## src/rtl/apb_axi_pkg.sv

```systemverilog
// ============================================================================
// Module      : apb_axi_pkg
// Description : Shared types and constants for the APB-to-AXI bridge.
// Revision    : 1.0 - initial release
// ============================================================================
`default_nettype none

package apb_axi_pkg;

    localparam int ADDR_W     = 32;
    localparam int DATA_W     = 32;
    localparam int AXI_DATA_W = 64;
    localparam int STRB_W     = AXI_DATA_W / 8;
    localparam int ID_W       = 6;

    localparam logic [2:0] AXI_SIZE_4B    = 3'b010;
    localparam logic [1:0] AXI_BURST_INCR = 2'b01;

    localparam logic [1:0] AXI_RESP_OKAY   = 2'b00;
    localparam logic [1:0] AXI_RESP_EXOKAY = 2'b01;
    localparam logic [1:0] AXI_RESP_SLVERR = 2'b10;
    localparam logic [1:0] AXI_RESP_DECERR = 2'b11;

    typedef enum logic [2:0] {
        IDLE    = 3'd0,
        WR_ADDR = 3'd1,
        WR_RESP = 3'd2,
        RD_ADDR = 3'd3,
        RD_DATA = 3'd4,
        DONE    = 3'd5
    } state_e;

    function automatic logic resp_is_err(input logic [1:0] resp);
        return (resp == AXI_RESP_SLVERR) || (resp == AXI_RESP_DECERR);
    endfunction

endpackage

`default_nettype wire

```

## src/rtl/apb_to_axi_bridge.sv

```systemverilog
// ============================================================================
// Module      : apb_to_axi_bridge
// Description : APB slave to single-beat AXI3 master, one transfer in flight.
// Revision    : 1.0 - initial release
// ============================================================================
`default_nettype none

module apb_to_axi_bridge
    import apb_axi_pkg::*;
#(
    parameter logic [ID_W-1:0]   AXI_ID      = 6'h00,
    parameter logic [ADDR_W-1:0] ADDR_OFFSET = 32'h0000_0000
) (
    input  logic                  ACLK,
    input  logic                  ARESET,
    input  logic                  PSEL,
    input  logic                  PENABLE,
    input  logic                  PWRITE,
    input  logic [ADDR_W-1:0]     PADDR,
    input  logic [DATA_W-1:0]     PWDATA,
    output logic [DATA_W-1:0]     PRDATA,
    output logic                  PREADY,
    output logic                  PSLVERR,
    output logic [ID_W-1:0]       AWID,
    output logic [ADDR_W-1:0]     AWADDR,
    output logic [3:0]            AWLEN,
    output logic [2:0]            AWSIZE,
    output logic [1:0]            AWBURST,
    output logic                  AWVALID,
    input  logic                  AWREADY,
    output logic [ID_W-1:0]       WID,
    output logic [AXI_DATA_W-1:0] WDATA,
    output logic [STRB_W-1:0]     WSTRB,
    output logic                  WLAST,
    output logic                  WVALID,
    input  logic                  WREADY,
    input  logic [ID_W-1:0]       BID,
    input  logic [1:0]            BRESP,
    input  logic                  BVALID,
    output logic                  BREADY,
    output logic [ID_W-1:0]       ARID,
    output logic [ADDR_W-1:0]     ARADDR,
    output logic [3:0]            ARLEN,
    output logic [2:0]            ARSIZE,
    output logic [1:0]            ARBURST,
    output logic                  ARVALID,
    input  logic                  ARREADY,
    input  logic [ID_W-1:0]       RID,
    input  logic [AXI_DATA_W-1:0] RDATA,
    input  logic [1:0]            RRESP,
    input  logic                  RLAST,
    input  logic                  RVALID,
    output logic                  RREADY
);

    state_e                  state_q,   state_d;
    logic                    awvalid_q, awvalid_d;
    logic                    wvalid_q,  wvalid_d;
    logic                    arvalid_q, arvalid_d;
    logic                    bready_q,  bready_d;
    logic                    rready_q,  rready_d;
    logic                    pready_q,  pready_d;
    logic                    pslverr_q, pslverr_d;
    logic                    lane_q,    lane_d;
    logic [DATA_W-1:0]       prdata_q,  prdata_d;
    logic [ADDR_W-1:0]       awaddr_q,  awaddr_d;
    logic [ADDR_W-1:0]       araddr_q,  araddr_d;
    logic [AXI_DATA_W-1:0]   wdata_q,   wdata_d;
    logic [STRB_W-1:0]       wstrb_q,   wstrb_d;

    logic [ADDR_W-1:0]       w_addr_sum;
    logic [ADDR_W-1:0]       w_addr_aligned;
    logic                    w_aw_done;
    logic                    w_w_done;

    assign w_addr_sum     = PADDR + ADDR_OFFSET;
    assign w_addr_aligned = w_addr_sum & ~32'h0000_0003;

    // A channel counts as complete once its valid has already dropped or its handshake is happening now.
    assign w_aw_done = !awvalid_q || AWREADY;
    assign w_w_done  = !wvalid_q  || WREADY;

    always_comb begin
        state_d   = state_q;
        awvalid_d = awvalid_q;
        wvalid_d  = wvalid_q;
        arvalid_d = arvalid_q;
        bready_d  = 1'b0;
        rready_d  = 1'b0;
        pready_d  = 1'b0;
        pslverr_d = 1'b0;
        lane_d    = lane_q;
        prdata_d  = prdata_q;
        awaddr_d  = awaddr_q;
        araddr_d  = araddr_q;
        wdata_d   = wdata_q;
        wstrb_d   = wstrb_q;

        unique case (state_q)
            IDLE: begin
                if (PSEL && !PENABLE) begin
                    lane_d = w_addr_sum[2];
                    if (PWRITE) begin
                        awaddr_d  = w_addr_aligned;
                        wdata_d   = {PWDATA, PWDATA};
                        wstrb_d   = w_addr_sum[2] ? 8'hF0 : 8'h0F;
                        awvalid_d = 1'b1;
                        wvalid_d  = 1'b1;
                        state_d   = WR_ADDR;
                    end else begin
                        araddr_d  = w_addr_aligned;
                        arvalid_d = 1'b1;
                        state_d   = RD_ADDR;
                    end
                end
            end
            WR_ADDR: begin
                if (awvalid_q && AWREADY) awvalid_d = 1'b0;
                if (wvalid_q && WREADY)   wvalid_d  = 1'b0;
                if (w_aw_done && w_w_done) begin
                    bready_d = 1'b1;
                    state_d  = WR_RESP;
                end
            end
            WR_RESP: begin
                if (BVALID) begin
                    pready_d  = 1'b1;
                    pslverr_d = resp_is_err(BRESP) || (BID != AXI_ID);
                    prdata_d  = '0;
                    state_d   = DONE;
                end else begin
                    bready_d = 1'b1;
                end
            end
            RD_ADDR: begin
                if (ARREADY) begin
                    arvalid_d = 1'b0;
                    rready_d  = 1'b1;
                    state_d   = RD_DATA;
                end
            end
            RD_DATA: begin
                if (RVALID) begin
                    pready_d  = 1'b1;
                    pslverr_d = resp_is_err(RRESP) || (RID != AXI_ID) || !RLAST;
                    prdata_d  = lane_q ? RDATA[63:32] : RDATA[31:0];
                    state_d   = DONE;
                end else begin
                    rready_d = 1'b1;
                end
            end
            DONE: begin
                state_d = IDLE;
            end
            default: begin
                state_d = IDLE;
            end
        endcase
    end

    always_ff @(posedge ACLK) begin
        if (ARESET) begin
            state_q   <= IDLE;
            awvalid_q <= 1'b0;
            wvalid_q  <= 1'b0;
            arvalid_q <= 1'b0;
            bready_q  <= 1'b0;
            rready_q  <= 1'b0;
            pready_q  <= 1'b0;
            pslverr_q <= 1'b0;
            lane_q    <= 1'b0;
            prdata_q  <= '0;
            awaddr_q  <= '0;
            araddr_q  <= '0;
            wdata_q   <= '0;
            wstrb_q   <= '0;
        end else begin
            state_q   <= state_d;
            awvalid_q <= awvalid_d;
            wvalid_q  <= wvalid_d;
            arvalid_q <= arvalid_d;
            bready_q  <= bready_d;
            rready_q  <= rready_d;
            pready_q  <= pready_d;
            pslverr_q <= pslverr_d;
            lane_q    <= lane_d;
            prdata_q  <= prdata_d;
            awaddr_q  <= awaddr_d;
            araddr_q  <= araddr_d;
            wdata_q   <= wdata_d;
            wstrb_q   <= wstrb_d;
        end
    end

    assign PRDATA  = prdata_q;
    assign PREADY  = pready_q;
    assign PSLVERR = pslverr_q;

    assign AWID    = AXI_ID;
    assign AWADDR  = awaddr_q;
    assign AWLEN   = 4'h0;
    assign AWSIZE  = AXI_SIZE_4B;
    assign AWBURST = AXI_BURST_INCR;
    assign AWVALID = awvalid_q;

    assign WID     = AXI_ID;
    assign WDATA   = wdata_q;
    assign WSTRB   = wstrb_q;
    assign WLAST   = 1'b1;
    assign WVALID  = wvalid_q;

    assign BREADY  = bready_q;

    assign ARID    = AXI_ID;
    assign ARADDR  = araddr_q;
    assign ARLEN   = 4'h0;
    assign ARSIZE  = AXI_SIZE_4B;
    assign ARBURST = AXI_BURST_INCR;
    assign ARVALID = arvalid_q;

    assign RREADY  = rready_q;

endmodule

`default_nettype wire

```

## config.mk

```make
export PLATFORM = sky130hd
export DESIGN_NAME = apb_to_axi_bridge
export DESIGN_NICKNAME = d
export VERILOG_FILES = /design/src/rtl/apb_axi_pkg.sv /design/src/rtl/apb_to_axi_bridge.sv
export SDC_FILE = /design/constraint.sdc
export NUM_CORES = 1
export LEC_CHECK = 0
export BUFFER_PORTS_ARGS = -buffer_cell sky130_fd_sc_hd__buf_2
export CAP_MARGIN = 20
export CORE_MARGIN = 10
export CORE_UTILIZATION = 30
export CTS_CLUSTER_SIZE = 8
export DETAILED_ROUTE_END_ITERATION = 8
export PLACE_DENSITY = 0.67
export SLEW_MARGIN = 20
export SYNTH_ARGS = -nofsm -noshare
export SYNTH_HDL_FRONTEND = slang
export SYNTH_SLANG_ARGS = --single-unit
```

## constraint.sdc

```tcl
create_clock -name ACLK -period 2.8 [get_ports ACLK]
set_input_delay 0.14 -clock ACLK [delete_from_list [all_inputs] [get_ports ACLK]]
set_output_delay 0.14 -clock ACLK [all_outputs]
set_load 0.01 [all_outputs]
```

# Word level (Yosys, flattened, before mapping)
# Index checks and enable logic that the tools add are counted.
# W data, S select, Z words.
dict set report word_totals {
  regBits 175
  latch_bits 0
  ram_bits 0
  mem_bits_ro 0
  input_bits 155
  out_inout_bits 212
  word_cells 95
  mem_count 0
}
dict set report classes {
  addsub 0
  multipliers 0
  div 0
  magnitude_cmp 0
  eq_ne 17
  shifts 0
  mux 34
  bitwise_logic 1
  n_reduce_logical 29
}
# cell n
set ops {}
lappend ops {{$mux W32} 3}
lappend ops {{$pmux W32 S2} 1}
lappend ops {{$ne A2 B2 Y1 const B} 9}
lappend ops {{$mux W1} 15}
lappend ops {{$mux W3} 5}
lappend ops {{$pmux W3 S5} 1}
lappend ops {{$pmux W1 S2} 7}
lappend ops {{$reduce_and A4 Y1} 3}
lappend ops {{$reduce_bool A6 Y1} 2}
lappend ops {{$reduce_and A3 Y1} 3}
lappend ops {{$eq A2 B2 Y1 const B} 4}
lappend ops {{$mux W8} 1}
lappend ops {{$logic_or A1 B1 Y1} 7}
lappend ops {{$eq A3 B2 Y1 const B} 2}
lappend ops {{$reduce_bool A2 Y1} 3}
lappend ops {{$reduce_and A5 Y1} 1}
lappend ops {{$logic_and A1 B1 Y1} 4}
lappend ops {{$logic_not A1 Y1} 4}
lappend ops {{$eq A3 B1 Y1 const B} 1}
lappend ops {{$eq A3 B3 Y1 const B} 1}
lappend ops {{$logic_not A3 Y1} 1}
lappend ops {{$mux W2} 1}
lappend ops {{$reduce_and A2 Y1} 1}
lappend ops {{$not A1 Y1} 1}

# Longest topological paths before layout
dict set report depth {
  word_depth 6
  mapped_depth 6
  depth_no_buf 3
}

# Worst setup path before layout
# OpenSTA, ideal clock, no wires.
dict set report synth_timing {
  path_kind {register to register}
  from {reg state_q[0]}
  to {reg state_q[1]}
  setup_time_ns 0.101
  t_arrival_ns 1.682
  required_ns 2.699
  path_slack_ns 1.017
  stages_incl_launch_ff 5
  n_path_buf 1
  synth_period_minus_slack_ns 1.783
  path_cell_list {dfxtp_1 -> clkbuf_1 -> mux2_2 -> or4b_2 -> o41ai_1}
}
dict set report synth_between {
  elab_chain_len 3
  elab_cells_between_ends 12
  classes_between {eq/ne: 9; mux: 1; reduce/logical: 2}
}
# element line
set synth_lines {}
lappend synth_lines {{from (decl)} apb_to_axi_bridge.sv:56} ;# state_e state_q, state_d;
lappend synth_lines {{from (signal assigned)} apb_to_axi_bridge.sv:178} ;# state_q <= state_d;
lappend synth_lines {{$eq A3 B1 Y1, or another cell as far along} apb_to_axi_bridge.sv:99} ;# unique case (state_q)
lappend synth_lines {{$ne A2 B2 Y1 (no source line)} n/a}
lappend synth_lines {{$reduce_and A5 Y1 (no source line)} n/a}
# Several ways; a longest one is shown, not always the timed one.
# A chain may end at the register's enable or synchronous reset.

# Final worst setup path
dict set report layout_timing {
  from {reg state_q[0]}
  to {reg araddr_q[14] (netlist: ARADDR[14])}
}
dict set report layout_between {
  elab_chain_len 2
}
# element line
set layout_lines {}
lappend layout_lines {{$logic_not A3 Y1} apb_to_axi_bridge.sv:99}
lappend layout_lines {{$reduce_and A3 Y1 (no source line)} n/a}
lappend layout_lines {{to (signal assigned)} apb_to_axi_bridge.sv:189} ;# araddr_q <= araddr_d;
lappend layout_lines {{to (decl)} apb_to_axi_bridge.sv:67} ;# logic [ADDR_W-1:0] araddr_q, araddr_d;
# Every way passes these cells.

==> summary.txt <==
Power and ir drop
  – Sw Pwr: between 0.001 and 0.0015 W
  – Internal: 0.003842 W
  – Reg power frac: 39.7%
  – Clk pwr share: 45.7%
  – Comb pwr share: roughly 15%
  – Sw Share: 26.21%
  – PwrDens: 584.7 mW/mm2
  – Leakage: 3.968 nW
  – Worst IR Drop VDD: slightly below 0.3 mV

STA
  – Skew final: around 0.011 ns
  – Worst-Margin Slew: between 0.8 and 0.9 ns
  – Final number of setup-violating endpoints: 0
  – RSZ-0062 raised after global routing: false
  – Fin Hold WS: 0.02151 ns
  – Slew HR: 44.00%
  – Period utilisation layout: 76.89%
  – Final Max Slew Viols: 0
  – Final Hold Vio Count: 0
  – Min Tclk post-route: 2.153 ns
  – Fmax achieved: 0.4645 GHz
  – Setup TNS: 0 ns

Detailed routing
  – Post-DRT Antenna Nets: 0
  – Drt wl/cell: 18.33 um
  – 1st-iter DRT viols: 484
  – Drt drc: 0
  – DR vias: 6259
  – Vias/cell: about 4.8
  – Overall routed net length: ~24000 um
  – Drt first pass iters: 5

Yosys
  – Yosys reg bits: 136
  – Post-synthesis sequential area ratio: between 40% and 50%
  – Ys async rst share: 0%
  – Main synth FF type: dfxtp_1
  – Ys Warns: 0
  – Avg Inst Size Synth: between 9 and 10 um2
  – Mapped cell area: 0.006619 mm2
  – EDFF count, synth: 0
  – Count of cell types in the netlist: 43
  – Post-Synthesis Cells: 721

Setup path
  – Crit path from: state_q[0]
  – Reg2reg setup slack: 0.65 ns
  – Reg2reg path depth: 4
  – CP max FO: 21
  – Crit path kind: reg2reg
  – CP max stage cell: or4b_4
  – CP arrival: roughly 2.5 ns
  – Setup crit end: ARADDR[14]
  – Reg2reg end: ARADDR[14]
  – CP max stage delay: 0.77 ns
  – Kind of end point of the critical path: flip-flop
  – Worst endpoint required time: 3.13 ns
  – Critical Path, Cell by Cell: or4b_4 -> nor3_4 -> buf_4 -> mux2i_1
  – Type of origin of the critical path: flip-flop
  – RR Startpoint: state_q[0]

Clocking
  – H-Tree Depth: 4
  – CTS buffer count: 17
  – Clock buffer depth: 2
  – Clk sinks: between 100 and 150
  – Post-CTS sizing: 0
  – Clk root buf: clkbuf_16
  – Clock slew at reported path FFs: 0.06 ns
  – Worst skew pair latency: ~0.42 ns
  – CTS tree: yes

Global routing
  – Antenna violations before repair: 4
  – First-pass GRT wire length: 35970 um
  – Vias in the first global route: 6501
  – Grt ovf: 0
  – Largest net degree at the start of global routing: 77
  – Gr usage total: 15.60%

Outcome
  – Status: completed

Worst hold path
  – Min-delay worst type: in2reg

Placement
  – Area after DPL: 0.007989 mm2
  – Hpwl dp: 16730 um
  – Final RePlAce weighted congestion: 0.7544
  – # port buffers: 321

Floorplanning
  – Core Region: 0.02176 mm2
  – Die Span Y: between 150 and 200 um
  – Initial core utilization: 30.42%
  – Die W: 168.5 um
  – Rows: 54
  – IO Count: 367
  – Die Area: 0.02840 mm2

Layout
  – Post-route design area: 0.008905 mm2
  – Fin util: 40.93%
  – Layout cells sized above 1: 43.75%
  – Commonest cells after routing, fill and taps aside: 320 x buf_2, 135 x dfxtp_1, 74 x a21oi_1, 64 x nand2_1, 41 x conb_1
  – Area Growth Syn to Fin: 34.54%
  – Nets@finish: 1151
  – Most common cell after layout, fill and taps aside: buf_2

Job
  – Max_cap viols: 0
-- power groups by stage --
stage	Sequential, W	Combinational [W]	Clock, W
3_5_place_dp	0.00211	0.000734	0
2_1_floorplan	0.00213	0.000468	0
5_1_grt	0.00207	0.000831	0.00254
3_3_place_gp	0.00210	0.000730	0
4_1_cts	0.00206	0.000769	0.00245
6_report	0.00206	0.000762	0.00238
-- per-layer routing --
layer | up-vias | wire, um | global-route usage, %
li1 | 3027 | - | -
met1 | 2945 | 9477 | 17.00
met2 | 257 | 11900 | 27.16
met3 | 28 | 1957 | 6.577
met4 | 2 | 322 | 4.277
met5 | - | 9 | 0
-- cell usage after synthesis (all sizes together) (29+ instances only) --
library cell  count  area (um2)
nand2b           31       193.9
a31o             29       254.0
o31ai            34       255.2
buf             103       732.0
nor4             31       319.1
clkbuf           49       183.9
nand4            34       212.7
nand2            64       240.2
nand3            36       180.2
mux2i            29       290.3
mux2             33       371.6
a21oi            74       370.4
dfxtp           136        2723
-- kinds of logic after synthesis --
kind of cell	after synthesis	synth area share [%]
muxes	62	10.00
AOI/OAI and AO/OA	149	14.73
DFF	136	41.13
and+or+nand+nor	217	20.02
buffers and inverters	155	14.01
other	2	0.1135
-- worst max-delay path, delay by kind of cell (launching register included) --
family | cells | cell delay (ns)
buffers and inverters | 1 | 0.37
DFF | 1 | 0.47
muxes | 1 | 0.26
and+or+nand+nor | 2 | 0.96
-- registers in the layout, summed over array words and instances, names as in the netlist, 2 cells and up --
| register | cells |
|---|---|
| state_q | 3 |
| AWADDR | 29 |
| ARADDR | 30 |
| PRDATA | 32 |
| WSTRB | 2 |
| WDATA | 32 |
-- cell type report --
cell class                      instances  area [um2]
Antenna cell                            3       7.507
Clock buffer                           20       446.7
Clock inverter                         11       171.4
Fill cell                            2172       12850
Inverter                                3       11.26
Multi-Input combinational cell        469        3137
Sequential cell                       136        2726
Tap cell                              280       350.3
Timing Repair Buffer                  369        2054
-- stage by stage --
stage,instances,power [W],worst slack (ns)
2_1_floorplan,760,0.002597,1.017
3_3_place_gp,1228,0.002833,0.7141
3_5_place_dp,1228,0.002840,0.6944
4_1_cts,1288,0.005282,0.6304
5_1_grt,1289,0.005441,0.5510
6_report,1291,0.005207,0.6472
-- how the worst min path moves through the flow --
stage	start	to	slack (ns)	cells past startpoint
final	PADDR[27]	ARADDR[27]	0.02	3
after global routing	PWDATA[15]	WDATA[47]	0.004	3
after CTS	PADDR[27]	ARADDR[27]	0.005	3
after detailed placement	PWDATA[30]	WDATA[62]	0.40	3
after global placement	PWDATA[1]	WDATA[33]	0.40	3
after floorplan	PADDR[2]	lane_q	0.29	2
-- repair_timing --
item | in CTS | in global routing
endpoints found under the hold margin | 30 | 0
hold buffers | 29 | 0
buffers inserted | 0 | 0
Note: power is estimated with default switching activity, not from simulation.
